**config.mk**
```make
export PLATFORM = sky130hd
export DESIGN_NAME = bp_cce_mem_credit_tracker
export DESIGN_NICKNAME = d
export VERILOG_FILES = /design/src/rtl/bp_cce_mem_credit_tracker.sv
export SDC_FILE = /design/constraint.sdc
export NUM_CORES = 1
export LEC_CHECK = 0
export ABC_AREA = 0
export CORE_AREA = 2 2 39 41
export CTS_CLUSTER_SIZE = 14
export DETAILED_ROUTE_END_ITERATION = 10
export DIE_AREA = 0 0 41 43
export PLACE_DENSITY = 0.69
export SYNTH_ARGS = -nofsm -noshare
export SYNTH_HDL_FRONTEND = slang
export SYNTH_SLANG_ARGS = --single-unit
```
**constraint.sdc**
```tcl
create_clock -name clk_i -period 1.95 [get_ports clk_i]
set_input_delay 0.39 -clock clk_i [delete_from_list [all_inputs] [get_ports clk_i]]
set_output_delay 0.39 -clock clk_i [all_outputs]
set_load 0.02 [all_outputs]
```
**src/rtl/bp_cce_mem_credit_tracker.sv**
```systemverilog
// Credit counter for outstanding CCE memory commands, with sticky boundary
// error flags and a fence handshake that completes once every command has been answered.
module bp_cce_mem_credit_tracker #(
   parameter int mem_noc_max_credits_p = 8,
   localparam int credit_width_lp = $clog2(mem_noc_max_credits_p+1)
) (
   input  logic                       clk_i,
   input  logic                       reset_n_i,
   input  logic                       mem_cmd_v_i,
   input  logic                       mem_resp_yumi_i,
   input  logic                       fence_v_i,
   output logic                       fence_ready_o,
   output logic                       fence_done_o,
   output logic                       credits_empty_o,
   output logic                       credits_full_o,
   output logic [credit_width_lp-1:0] credit_count_o,
   output logic                       overflow_err_o,
   output logic                       underflow_err_o
);

   localparam logic [credit_width_lp-1:0] max_lp  = credit_width_lp'(mem_noc_max_credits_p);
   localparam logic [credit_width_lp-1:0] zero_lp = '0;
   localparam logic [credit_width_lp-1:0] one_lp  = credit_width_lp'(1);

   typedef enum logic [1:0] {
      e_ready = 2'd0,
      e_wait  = 2'd1,
      e_done  = 2'd2
   } fence_state_e;

   fence_state_e               state_reg, state_next;
   logic [credit_width_lp-1:0] count_reg, count_next;
   logic                       overflow_reg, overflow_next;
   logic                       underflow_reg, underflow_next;

   // Simultaneous cmd and yumi cancel out, so only the lone cases touch the count.
   always_comb begin
      count_next     = count_reg;
      overflow_next  = overflow_reg;
      underflow_next = underflow_reg;
      if (mem_cmd_v_i && !mem_resp_yumi_i) begin
         if (count_reg == zero_lp) begin
            underflow_next = 1'b1;
         end else begin
            count_next = count_reg - one_lp;
         end
      end else if (mem_resp_yumi_i && !mem_cmd_v_i) begin
         if (count_reg == max_lp) begin
            overflow_next = 1'b1;
         end else begin
            count_next = count_reg + one_lp;
         end
      end
   end

   always_comb begin
      state_next = state_reg;
      case (state_reg)
         e_ready: begin
            if (fence_v_i) begin
               state_next = (count_reg == max_lp) ? e_done : e_wait;
            end
         end
         e_wait: begin
            if (count_reg == max_lp) begin
               state_next = e_done;
            end
         end
         e_done:  state_next = e_ready;
         default: state_next = e_ready;
      endcase
   end

   always_ff @(posedge clk_i or negedge reset_n_i) begin
      if (!reset_n_i) begin
         state_reg     <= e_ready;
         count_reg     <= max_lp;
         overflow_reg  <= 1'b0;
         underflow_reg <= 1'b0;
      end else begin
         state_reg     <= state_next;
         count_reg     <= count_next;
         overflow_reg  <= overflow_next;
         underflow_reg <= underflow_next;
      end
   end

   assign credit_count_o  = count_reg;
   assign credits_empty_o = (count_reg == zero_lp);
   assign credits_full_o  = (count_reg == max_lp);
   assign fence_ready_o   = (state_reg == e_ready);
   assign fence_done_o    = (state_reg == e_done);
   assign overflow_err_o  = overflow_reg;
   assign underflow_err_o = underflow_reg;

endmodule

```
# Word-level counts from Yosys, hierarchy flattened
# Index checks and enable logic that the tools add are counted.
word_totals:
  regBits: 8
  latchBits: 0
  ram_bits: 0
  mem_bits_ro: 0
  in_bits: 5
  output_inout_bits: 10
  word_cells: 33
  mem_count: 0
op_classes:
  n_addsub: 2
  n_mul: 0
  div_mod_pow: 0
  order_cmp: 0
  n_eq_ne: 7
  shifts: 0
  muxes: 8
  n_bitwise: 1
  reduce_logical: 11
ops:
  columns: ["cell", "count"]
  rows:
  - ["4-bit two-way mux", 4]
  - ["2-bit two-way mux", 3]
  - ["2-bit != test, second input constant", 3]
  - ["3-bit AND reduction", 2]
  - ["4-bit by 1-bit adder with 4-bit output, second input constant", 1]
  - ["4-bit == test, second input constant", 1]
  - ["4-bit logical NOT", 1]
  - ["2-bit one-hot mux with 2 select lines", 1]
  - ["2-bit AND reduction", 2]
  - ["4-bit by 1-bit subtractor with 4-bit output, second input constant", 1]
  - ["2-bit by 1-bit == test with 1-bit output, second input constant", 1]
  - ["2-bit == test, second input constant", 1]
  - ["1-bit logical AND", 2]
  - ["1-bit logical NOT", 2]
  - ["2-bit logical NOT", 1]
  - ["2-bit by 1-bit != test with 1-bit output, second input constant", 1]
  - ["2-bit nonzero test", 1]
  - ["1-bit inverter", 1]

# Depth between registers and ports, before layout
# Gate-level depths: netlist (run 1).
depth:
  depth_word: 4
  depth_mapped: 9
  depth_no_buf: 8

# Worst setup path before layout (run 1)
# Ideal clock, no wire load.
synth_timing:
  path_type: "register to register"
  startpoint: "register count_reg[2], in the netlist credit_count_o[2]"
  endpoint: "register count_reg[1], in the netlist credit_count_o[1]"
  setup_ns: 0.125
  t_arrival_ns: 1.837
  required_ns: 1.825
  slack_ns: -0.012
  stages_incl_launch_ff: 6
  path_buffers: 1
  synth_period_minus_slack_ns: 1.962
  path_cell_list: "dfrtp_1 > buf_2 > nor4_2 > a21oi_4 > nor2b_4 > mux2_4"
synth_via:
  elab_chain_len: 3
  word_cells_on_any_way: 5
  classes_between: "eq/ne: 3; reduce/logical: 2"
synth_rtl:
  columns: ["element", "line", "source"]
  rows:
  - ["start, declared", "32", "logic [credit_width_lp-1:0] count_reg, count_next;"]
  - ["start signal, assigned", "77", "count_reg <= max_lp;"]
  - ["start signal, assigned", "82", "count_reg <= count_next;"]
  - ["4-bit logical NOT", null, null]
  - ["net credits_empty_o", "14", "output logic credits_empty_o,"]
  - ["2-bit != test (no line)", null, null]
  - ["3-bit AND reduction (no line)", null, null]
# The timed path passes the listed nets, and every way through them passes these cells.
# A chain may end at the register's enable or synchronous reset.

# Worst setup path after layout (run 1)
layout_timing:
  startpoint: "register count_reg[3], in the netlist credit_count_o[3]"
  endpoint: "output port credit_count_o[3]"
layout_rtl:
  columns: ["element", "line", "source"]
  rows:
  - ["end, declared", "16", "output logic [credit_width_lp-1:0] credit_count_o,"]
# No word-level cell between the ends.

==> results of run 1 <==
[worst register-to-register path, cell delays in order, from the launching register on]
cell     delay, ns
dfrtp_1       0.38
buf_4         0.17
nor4_4        0.30
buf_4         0.17
a21oi_4       0.05
buf_4         0.14
o21ai_1       0.09
mux2_2        0.35
[through the flow]
| stage | std cells | cell area (um^2) | hold WS (ns) |
|---|---|---|---|
| after detailed placement | 95 | 826 | 0.450 |
| after global routing | 99 | 861 | 0.428 |
| after CTS | 99 | 846 | 0.417 |
| after global placement | 95 | 826 | 0.444 |
| after floorplan | 50 | 548 | 0.0944 |
| final | 99 | 861 | 0.403 |
[logic make-up after synthesis]
group           count (synthesis)  synth area share [%]
simple gates                   18                  25.3
compound gates                 10                  15.3
flops                           8                  37.4
buf+inv                         6                  4.64
fa+ha+maj                       4                  9.28
xor+xnor                        2                  3.25
mux                             2                  4.87
[placed cells by master (no fill, tap or decap), drive strengths merged]
cell type       n
inv             4
nor2            5
xor2            2
clkbuf          4
a41o            1
nor3            1
nand3           2
ha              4
nor2b           3
nand2           1
a21oi           2
o21ai           2
a21o            2
nand4b          1
dfrtp           7
nand2b          1
dlygate4sd2     1
dfstp           1
or4b            1
nor4            1
nor3b           1
buf            18
a211oi          1
mux2            2
o21bai          1
a221oi          1
nand3b          1
clkdlybuf4s50  12
[final timing paths]
kind	startpoint	to	slack, ns	cells past startpoint
max	credit_count_o[3]$_DFFE_PN1P_	credit_count_o[3]	0.07	2
min	reset_n_i	state_reg[0]$_DFFE_PN0P_	0.40	1
max reg2reg	credit_count_o[1]$_DFFE_PN0P_	credit_count_o[3]$_DFFE_PN1P_	0.23	7
min reg2reg	overflow_err_o$_DFFE_PN0P_	overflow_err_o$_DFFE_PN0P_	0.46	1
max in group asynchronous	reset_n_i	credit_count_o[3]$_DFFE_PN1P_	1.24	1
min in group clk_i	overflow_err_o$_DFFE_PN0P_	overflow_err_o$_DFFE_PN0P_	0.46	1
[cell usage after synthesis]
cell,instances
a211oi_1,1
a21o_1,1
a21o_2,1
a21oi_1,1
a21oi_4,1
a221oi_1,1
a41o_2,1
buf_2,2
dfrtp_1,7
dfstp_2,1
ha_1,4
inv_1,4
mux2_2,1
mux2_4,1
nand2_1,1
nand2b_1,1
nand3_1,2
nand3b_1,1
nand4b_1,1
nor2_1,4
nor2_8,1
nor2b_1,2
nor2b_4,1
nor3_1,1
nor3b_1,1
nor4_2,1
o21ai_0,1
o21ai_1,1
o21bai_1,1
or4b_4,1
xor2_1,2
[report_power, final]
part / internal, uW / switching [uW] / leakage (uW)
logic: 417 / 377 / 0.000298
registers: 252 / 40.2 / 0.0000915
clock network: 78.2 / 56.3 / 0.0000150
[metal layers]
layer | vias up | routed length, um | GRT usage [%]
met3 | 4 | 64 | 4.71
li1 | 241 | - | -
met4 | 0 | 48 | 14.0
met1 | 222 | 416 | 17.1
met5 | - | 0 | 0
met2 | 16 | 535 | 21.9
[layout make-up]
type                    count  area, um^2
fillers                   117         523
multi-input cells          36         337
flip-flops and latches      8         201
repair buffers             31         262
inverters                   4        15.0
well taps                  16        20.0
clock buffers               4        26.3
==> results by group, run 1 <==
Routing
  • Via count: 483
  • Routed vias/inst: 4.88
  • Wirelength per Cell: 10.7 um
  • Final WL: 1.06 mm
  • Final ANT Viol Nets: 0
  • DR DRC count: 0
  • Initial DRC count: 11
  • DRT Pass-1 Iters: 4

Layout
  • Final core utilization: 62.2%
  • Layout cell share with drive strength beyond 1: 42.2%
  • Diodes inserted: 0
  • Final-stage net count: 93
  • Max reg flops: 4
  • Area grow syn2layout: 59.6%

Worst setup path
  • Crit Path Max Fanout: 4
  • Critical path startpoint category: flop
  • CP arrival: 1.49 ns
  • CP bufs+invs: 2
  • Family with the most delay on the worst path: buffers and inverters
  • Peak per-stage delay on the critical path: 0.59 ns
  • Crit end category: output port
  • WP data required: 1.56 ns
  • Crit-path slowest cell: clkdlybuf4s50_1
  • Critical path type: flop to output port
  • Cells along the critical path: buf_4 -> clkdlybuf4s50_1

Global routing
  • GR Overflow Total: 0
  • Pin count of the biggest net entering global routing: 10
  • First-pass GRT wire length: 1.68 mm
  • Vias in the first global route: 400
  • Total GRT Usage: 15.3%
  • Initial antenna violation count: 0

STA
  • Unrepaired setup endpoints after global routing: no
  • Final period utilization: 96.4%
  • Max Clock Freq: 532 MHz
  • Setup ws final: 0.0697 ns
  • Final setup fails: 0
  • Final Skew: 0.00944 ns
  • Worst-margin pin slew: 0.354 ns
  • Fin Setup TNS: 0 ns
  • Final slew viol count: 0
  • Final Hold Fails: 0
  • Tmin final: 1.88 ns
  • Slew Limit Headroom: 76.3%

Outcome
  • Status: completed

Floorplanning
  • Ports: 15
  • Die height: 43 um
  • Core area: 1380 um^2
  • Starting density of the core: 39.0%
  • Die area: 1760 um^2
  • Die W: 41 um
  • Num rows: 14

Synth
  • Post-Synthesis Net Count: 59
  • Syn avg cell area: 10.8 um^2
  • Seq/Total Area, Yosys: 37.4%
  • Synth top area share: 32.5%
  • Syn Inst Count: 50
  • Post-Syn Area: 539 um^2
  • Synth warnings: 0
  • Synthesized flop and latch total: 8
  • Cell variety after synth: 31
  • Cell taking the most area after synthesis: dfrtp_1
  • Top post-synthesis cells by area: dfrtp_1 32%, ha_1 9.3%, dfstp_2 4.9%

Placement
  • IO Port Bufs: 14
  • Gpl congestion: 0.727
  • Place WS: -0.197 ns
  • DPL Wire Length: 885 um

Clock network
  • CTS resizes: 5
  • Clk sinks: 8
  • Maximum clock path buffer count: 2
  • Worst skew pair latency: 0.26 ns
  • CTS tree: done
  • Post CTS Setup Buffer Count: 0
  • H-tree levels: 1
  • CTS Buf Count: 3
  • Root Driver: clkbuf_4
  • Cts-stage hold buffer count: 0
  • Clock transition at path regs: 0.06 ns

Run
  • Max Cap Viol: 0

Pwr
  • VDD IR max: 0.000743 V
  • P_leak: 0.000404 uW
  • Pwr Total: 1220 uW
  • Pwr per Cell Area: 1420 nW/um^2

Min path
  • Worst hold path class: input port to async pin
No activity file was read; power rests on OpenSTA's default activity.
==> run 2: changes to the inputs <==
Settings changed: CORE_AREA 2 2 39 41 to unset, CORE_MARGIN set to 2, CORE_UTILIZATION set to 40, DIE_AREA 0 0 41 43 to unset, PLACE_DENSITY 0.69 to 0.71.
Clock period 1.95 ns to 1.7 ns, I/O delays scaled along.
==> run 2 against run 1 <==
  * The run now ends with setup timing left
  * Core utilization rose by 4.0 points
  * Sequential share of layout area rose by 0.28 points
  * Non-clock buffer count fell by 3
  * Wire length rose by 13%
  * Critical path type unchanged
==> results by group, run 2 (same netlist as run 1, synthesis figures left out) <==
Outcome
  • Status: finished, violations left
  • Failing checks: setup timing

STA
  • Tmin final: 1.76 ns
  • Final period utilization: 104%
  • Max Clock Freq: 568 MHz
  • Slew Limit Headroom: 74.5%
  • Final setup fails: 2
  • Final Hold Fails: 0
  • Unrepaired setup endpoints after global routing: yes
  • Worst hold slack: 0.361 ns
  • Setup ws final: -0.0619 ns
  • Worst-margin pin slew: 0.381 ns
  • Final slew viol count: 0
  • Final Skew: 0.00952 ns

Routing
  • Initial DRC count: 7
  • DR DRC count: 0
  • Final ANT Viol Nets: 0
  • DRT Pass-1 Iters: 4
  • Routed vias/inst: 5.08
  • Wirelength per Cell: 12.6 um
  • Via count: 483
  • Final WL: 1.20 mm

Pwr
  • Seq pwr share: 24.3%
  • Clock power share: 11.7%
  • Net Sw Frac: 41.6%
  • Combinational share of power: 64.1%
  • Pwr Total: 1390 uW
  • P_leak: 0.000417 uW
  • Pwr per Cell Area: 1630 nW/um^2
  • Psw: 578 uW
  • Pint: 812 uW
  • VDD IR max: 0.000906 V

Floorplanning
  • Core area: 1280 um^2
  • Die W: 40.7 um
  • Num rows: 13
  • Die height: 40.7 um
  • Starting density of the core: 42.0%
  • Die area: 1660 um^2
  • Ports: 15

Layout
  • Most frequent cells in the layout: 14 x buf_4, 7 x dfrtp_1, 7 x dlygate4sd2_1
  • FILL cells: 121
  • Most common cell after layout, fill and taps aside: buf_4
  • Design Area, Final: 851 um^2
  • Area grow syn2layout: 57.8%
  • Layout cell share with drive strength beyond 1: 42.5%
  • Final-stage net count: 90
  • Non-Filler Instances: 95
  • Diodes inserted: 0
  • Max reg flops: 4

Worst setup path
  • Crit Path Max Fanout: 2
  • R2R depth: 5
  • Critical path type: flop to output port
  • WP data required: 1.36 ns
  • Critical path startpoint category: flop
  • Reg2reg end: credit_count_o[1]$_DFFE_PN0P_
  • R2r startpoint: credit_count_o[3]$_DFFE_PN1P_
  • CP arrival: 1.42 ns
  • Reg-to-reg setup timing slack: -0.01 ns
  • Crit end category: output port

Placement
  • Gpl congestion: 0.737
  • Place WS: -0.483 ns
  • DPL Wire Length: 940 um
  • Post-Place Cell Area: 806 um^2
  • IO Port Bufs: 14
  • DP Cell Count: 91

Clock network
  • Cts-stage hold buffer count: 0
  • Worst skew pair latency: 0.26 ns
  • CTS Buf Count: 3
  • Maximum clock path buffer count: 2
  • Clk sinks: 8
  • H-tree levels: 1
  • CTS tree: done
  • Clock transition at path regs: 0.06 ns
  • Root Driver: clkbuf_4

Global routing
  • GR Overflow Total: 0
  • Pin count of the biggest net entering global routing: 10
  • Initial antenna violation count: 0
  • Vias in the first global route: 439
  • Total GRT Usage: 17.7%
  • First-pass GRT wire length: 1.79 mm

Min path
  • Worst hold path class: input port to async pin

Run
  • Max Cap Viol: 0
==> run 2: final cells by class <==
class | instances | area, um^2 | area share [%]
Multi-Input combinational cell | 36 | 352 | 41.3
Timing Repair Buffer | 28 | 235 | 27.6
Sequential cell | 8 | 201 | 23.7
Clock buffer | 4 | 26.3 | 3.09
Tap cell | 15 | 18.8 | 2.21
Inverter | 4 | 17.5 | 2.06
==> run 2: through the flow <==
stage	utilization (%)	TNS, ns
final	66.2	-0.0677
after global routing	66.2	-0.172
after CTS	64.8	-0.0661
after detailed placement	62.7	-1.79
after global placement	62.7	-1.69
after floorplan	-	-0.0397
==> run 2: worst max-delay path, stage by stage (launching register included) <==
cell and delay [ns]:
dfstp_2 0.52, or4b_4 0.47, inv_4 0.07, buf_6 0.11
==> run 2: what timing repair did <==
item	in CTS	in global routing
setup endpoints to repair	10	5
buffers inserted	0	0
resized for setup	21	4
pin swaps	1	0
==> run 2: worst max-delay path by stage <==
stage,startpoint,to,slack (ns),cells after the start
after floorplan,credit_count_o[2]$_DFFE_PN0P_,credit_count_o[1]$_DFFE_PN0P_,-0.04,5
after detailed placement,mem_resp_yumi_i,credit_count_o[2]$_DFFE_PN0P_,-0.48,9
final,credit_count_o[3]$_DFFE_PN1P_,credits_full_o,-0.06,3
after global routing,credit_count_o[3]$_DFFE_PN1P_,credits_full_o,-0.11,3
after global placement,mem_resp_yumi_i,credit_count_o[2]$_DFFE_PN0P_,-0.43,9
after CTS,credit_count_o[3]$_DFFE_PN1P_,credits_full_o,-0.07,3
==> run 2: metal layers <==
metal	part of all wire (%)	global-route usage [%]	routed length [um]
met5	0	0	0
met4	0	7.50	0
met3	4.5	8.15	54
met2	50	29.4	603
met1	45	19.1	543
==> run 2: power by group through the flow <==
stage / clock network [uW] / logic (uW) / registers (uW)
3_5_place_dp: 0 / 904 / 341
4_1_cts: 168 / 867 / 337
2_1_floorplan: 0 / 364 / 485
5_1_grt: 179 / 963 / 346
3_3_place_gp: 0 / 893 / 336
6_report: 162 / 890 / 337
